<file path="src/rtl/alu_arbiter.sv">
// alu_arbiter
//   Arbitrates two requesters onto one shared, purely combinational ALU.
//   One operation is in flight at a time. The flow is:
//     IDLE -> accept one request -> EXEC (capture alu_out) -> RESP (hold
//     the result until the owner consumes it) -> IDLE.
//
// Parameters
//   FAIR        1 = round-robin between the requesters.
//               0 = fixed priority, where requester 0 always wins.
//
// Ports
//   clk, rst_n                  clock; asynchronous active-low reset
//   reqN_valid/ready            request handshake (N = 0,1).
//                               ready is combinational.
//   reqN_sel/a/b                operation code and operands
//   rspN_valid/ready/data       response handshake and result
//   alu_sel/alu_a/alu_b         registered operation and operands sent to the ALU
//   alu_out                     combinational result returned by the ALU
module alu_arbiter #(
  parameter int unsigned FAIR = 1
) (
  input  logic        clk,
  input  logic        rst_n,

  input  logic        req0_valid,
  output logic        req0_ready,
  input  logic [3:0]  req0_sel,
  input  logic [31:0] req0_a,
  input  logic [31:0] req0_b,
  output logic        rsp0_valid,
  input  logic        rsp0_ready,
  output logic [31:0] rsp0_data,

  input  logic        req1_valid,
  output logic        req1_ready,
  input  logic [3:0]  req1_sel,
  input  logic [31:0] req1_a,
  input  logic [31:0] req1_b,
  output logic        rsp1_valid,
  input  logic        rsp1_ready,
  output logic [31:0] rsp1_data,

  output logic [3:0]  alu_sel,
  output logic [31:0] alu_a,
  output logic [31:0] alu_b,
  input  logic [31:0] alu_out
);

  typedef enum logic [1:0] {
    IDLE = 2'd0,
    EXEC = 2'd1,
    RESP = 2'd2
  } state_t;

  state_t      state;
  logic        owner;       // requester that owns the in-flight operation
  logic        last;        // requester most recently served to completion
  logic [31:0] result;

  logic        grant;       // requester that would be accepted this cycle
  logic        accept;
  logic        owner_ready;

  // Grant selection. It is only meaningful while at least one request is valid.
  // When both requesters are valid:
  //   - round-robin favours the one not served last;
  //   - fixed priority always picks requester 0.
  always_comb begin
    grant = 1'b0;
    if (req0_valid && req1_valid) begin
      if (FAIR != 0) begin
        grant = ~last;
      end else begin
        grant = 1'b0;
      end
    end else if (req1_valid) begin
      grant = 1'b1;
    end
  end

  // Ready is gated with rst_n so both readies read low while reset is held,
  // not only after the first clock.
  assign req0_ready = rst_n && (state == IDLE) && req0_valid && !grant;
  assign req1_ready = rst_n && (state == IDLE) && req1_valid &&  grant;
  assign accept     = req0_ready || req1_ready;

  // Only the owner's rsp_ready matters; the other one is ignored.
  assign owner_ready = owner ? rsp1_ready : rsp0_ready;

  always_ff @(posedge clk or negedge rst_n) begin
    if (!rst_n) begin
      state      <= IDLE;
      owner      <= 1'b0;
      last       <= 1'b1;   // so requester 0 wins the first contention
      result     <= '0;
      alu_sel    <= '0;
      alu_a      <= '0;
      alu_b      <= '0;
      rsp0_valid <= 1'b0;
      rsp1_valid <= 1'b0;
    end else begin
      case (state)
        IDLE: begin
          if (accept) begin
            owner   <= grant;
            alu_sel <= grant ? req1_sel : req0_sel;
            alu_a   <= grant ? req1_a   : req0_a;
            alu_b   <= grant ? req1_b   : req0_b;
            state   <= EXEC;
          end
        end
        EXEC: begin
          result     <= alu_out;
          rsp0_valid <= ~owner;
          rsp1_valid <=  owner;
          state      <= RESP;
        end
        RESP: begin
          if (owner_ready) begin
            last       <= owner;
            rsp0_valid <= 1'b0;
            rsp1_valid <= 1'b0;
            state      <= IDLE;
          end
        end
        default: begin
          rsp0_valid <= 1'b0;
          rsp1_valid <= 1'b0;
          state      <= IDLE;
        end
      endcase
    end
  end

  assign rsp0_data = result;
  assign rsp1_data = result;

endmodule

</file>
<file path="config.mk">
export PLATFORM = sky130hd
export DESIGN_NAME = alu_arbiter
export DESIGN_NICKNAME = d
export VERILOG_FILES = /design/src/rtl/alu_arbiter.sv
export SDC_FILE = /design/constraint.sdc
export NUM_CORES = 1
export LEC_CHECK = 0
export ABC_AREA = 0
export BUFFER_PORTS_ARGS = -buffer_cell sky130_fd_sc_hd__buf_4
export CAP_MARGIN = 20
export CORE_AREA = 2 2 120 122
export CTS_CLUSTER_SIZE = 14
export DETAILED_ROUTE_END_ITERATION = 8
export DIE_AREA = 0 0 122 124
export GPL_TIMING_DRIVEN = 1
export PLACE_DENSITY_LB_ADDON = 0.2
export SYNTH_ARGS = -nofsm -noshare
export SYNTH_HDL_FRONTEND = slang
export SYNTH_SLANG_ARGS = --single-unit
</file>
<file path="constraint.sdc">
create_clock -name clk -period 4.2 [get_ports clk]
set_input_delay 0.84 -clock clk [delete_from_list [all_inputs] [get_ports clk]]
set_output_delay 0.84 -clock clk [all_outputs]
set_load 0.02 [all_outputs]
</file>
==> flow_summary.json <==
{
  "status": "finished, final reports clean",
  "worstPathArrival_ns": 1.73,
  "wirelength_um": 14500,
  "drtPass1Iterations": 4,
  "hold_path_class": "in2async",
  "std_cell_rows": 43,
  "cts_max_path_buffers": 2,
  "dp_hpwl_um": 10500,
  "drive_gt1_share_pct": 60.4,
  "timing.final.ws_setup_ns": 1.63,
  "start_util_pct": 35.7,
  "core_sq_um": 13700,
  "drtIter0Drc": 119,
  "synth_area_sq_um": 4900,
  "cts_made_buffers": 9,
  "synthDistinctLibCells": 29,
  "finClkSkew_ns": 0.00667,
  "cts_tree": "built",
  "p_total_w": 0.00589,
  "tns_ns": 0,
  "layout_commonest_cell": "buf_4",
  "syn_inst": 377,
  "overflow": 0,
  "areaGrowthSynthToFinish_pct": 50.6,
  "via_count": 4228,
  "whs_ns": 0.390,
  "drc_errors": 0,
  "die_x_um": 122,
  "grt_max_degree": 81,
  "crit_start": "rst_n",
  "max_freq_mhz": 390,
  "yosysWarnings": 0,
  "finalSetupViolations": 0,
  "hold_buffers": 0,
  "synth_edf_count": 0,
  "peakVddDrop_uv": 410,
  "cts.sinks": 106,
  "die_area_sq_um": 15100,
  "required_ns": 3.36,
  "cts_setup_buffers": 0,
  "maxCapViolCount": 0,
  "viasPerCell": 5.19,
  "min_period_ns": 2.57,
  "routabilityCongestion": 0.764,
  "ys.flop_type": "dfrtp_1",
  "leakagePower_nw": 3.35,
  "r2r-start": "state[0]",
  "maxSlewViolCount": 0,
  "tightest_slew_ns": 0.814,
  "yosys_register_bits": 106,
  "final_cell_mix": "316 x buf_4, 105 x dfrtp_1, 68 x o32ai_1",
  "crit_path_end_kind": "primary output",
  "io_pins": 310,
  "grt_pass1_vias": 4193,
  "num-nets-final": 803,
  "antenna_left": 0,
  "numPortBuffers": 309,
  "ctsResizeCount": 0,
  "yosysSeqAreaShare_pct": 54.1,
  "worstSetupStartpointType": "input pin",
  "n_antenna_cell": 0,
  "dp_slack_ns": 1.35,
  "rsz0062_at_grt": "no",
  "grt_pass1_wl_um": 21900,
  "relSlewSlack_pct": 45.7,
  "die_y_um": 124,
  "powerDensity_nw_per_um2": 797,
  "h-tree-depth": 3,
  "hold_viol_final": 0,
  "cts_root_buffer": "clkbuf_16",
  "path_clk_slew_ns": 0.07,
  "syn_avg_cell_area_sq_um": 13.0,
  "cp_max_fo": 29,
  "critPathKind": "in2out",
  "post-route-period-util_pct": 61.1,
  "insertion_delay_ns": 0.35,
  "antenna_found_initial": 0,
  "grtUsageTotal_pct": 18.7,
  "synthesis.nets": 551,
  "wl_per_cell_um": 17.9,
  "async_flop_share_pct": 100
}
==> cells by family (layout without fill, tap and decap cells) <==
kind of cell	count (synthesis)	count (layout)	share of synthesized area, %
buffers and inverters	79	336	9.60
multiplexers	35	35	7.99
AND/OR/NAND/NOR	12	12	1.33
flip-flops	106	106	54.1
AO/OA/AOI/OAI	145	145	27.0
==> state kept, by name, summed over array words and instances (netlist names), 2 cells and up <==
register and count:
alu_a 32, rsp0_data 32, alu_b 32, state 2, alu_sel 4
==> path summary, 6_finish.rpt <==
kind | depth (start not counted) | to | slack (ns)
setup / recovery | 4 | req0_ready | 1.63
hold / removal | 1 | alu_a[14] | 0.39
setup reg to reg | 4 | alu_a[18] | 2.07
hold reg to reg | 1 | rsp1_valid | 0.53
max in group asynchronous | 3 | last | 2.72
min in group clk | 1 | rsp1_valid | 0.53
==> metrics by stage <==
stage                     util [%]  area [sq um]  cells
after detailed placement      51.4          7060    797
after global routing          53.8          7380    814
after floorplan                  -          4900    377
after CTS                     53.6          7360    813
after global placement        51.4          7060    797
final                         53.8          7380    814
==> synthesized netlist by cell type, drive strengths merged, types with 2 or more instances <==
| library cell | instances | area, sq um |
|---|---|---|
| a21oi | 2 | 10.0 |
| a2bb2oi | 68 | 658 |
| buf | 51 | 365 |
| clkbuf | 25 | 93.8 |
| dfrtp | 105 | 2630 |
| inv | 3 | 11.3 |
| mux2 | 33 | 372 |
| mux2i | 2 | 20.0 |
| nand2 | 2 | 7.51 |
| nor2 | 4 | 15.0 |
| o2bb2ai | 2 | 17.5 |
| o32ai | 68 | 596 |
==> where the power goes <==
group          switching [W]  leakage, nW  internal (W)
sequential          0.000376         1.18       0.00154
combinational        0.00161         2.03       0.00150
clock               0.000387        0.142      0.000466
total                0.00238         3.35       0.00351
==> metal layers <==
layer,share of wire [%],global-route usage [%],up-vias
met5,0,0,-
met4,1.9,5.96,0
met3,6.9,6.04,19
met2,53,32.6,151
met1,38,22.0,2088
li1,-,-,1970
==> worst max-delay path: stages <==
cell,delay [ns]
buf_4,0.31
nand2_1,0.16
nor3_1,0.21
buf_4,0.19
==> area by class of cell <==
| cell class | instances | area (sq um) |
|---|---|---|
| Sequential cell | 106 | 2650 |
| Clock buffer | 9 | 225 |
| Clock inverter | 7 | 76.3 |
| Tap cell | 180 | 225 |
| Timing Repair Buffer | 317 | 2400 |
| Inverter | 3 | 11.3 |
| Fill cell | 1195 | 6330 |
| Multi-Input combinational cell | 192 | 1790 |
(Power assumes the default switching activity.)
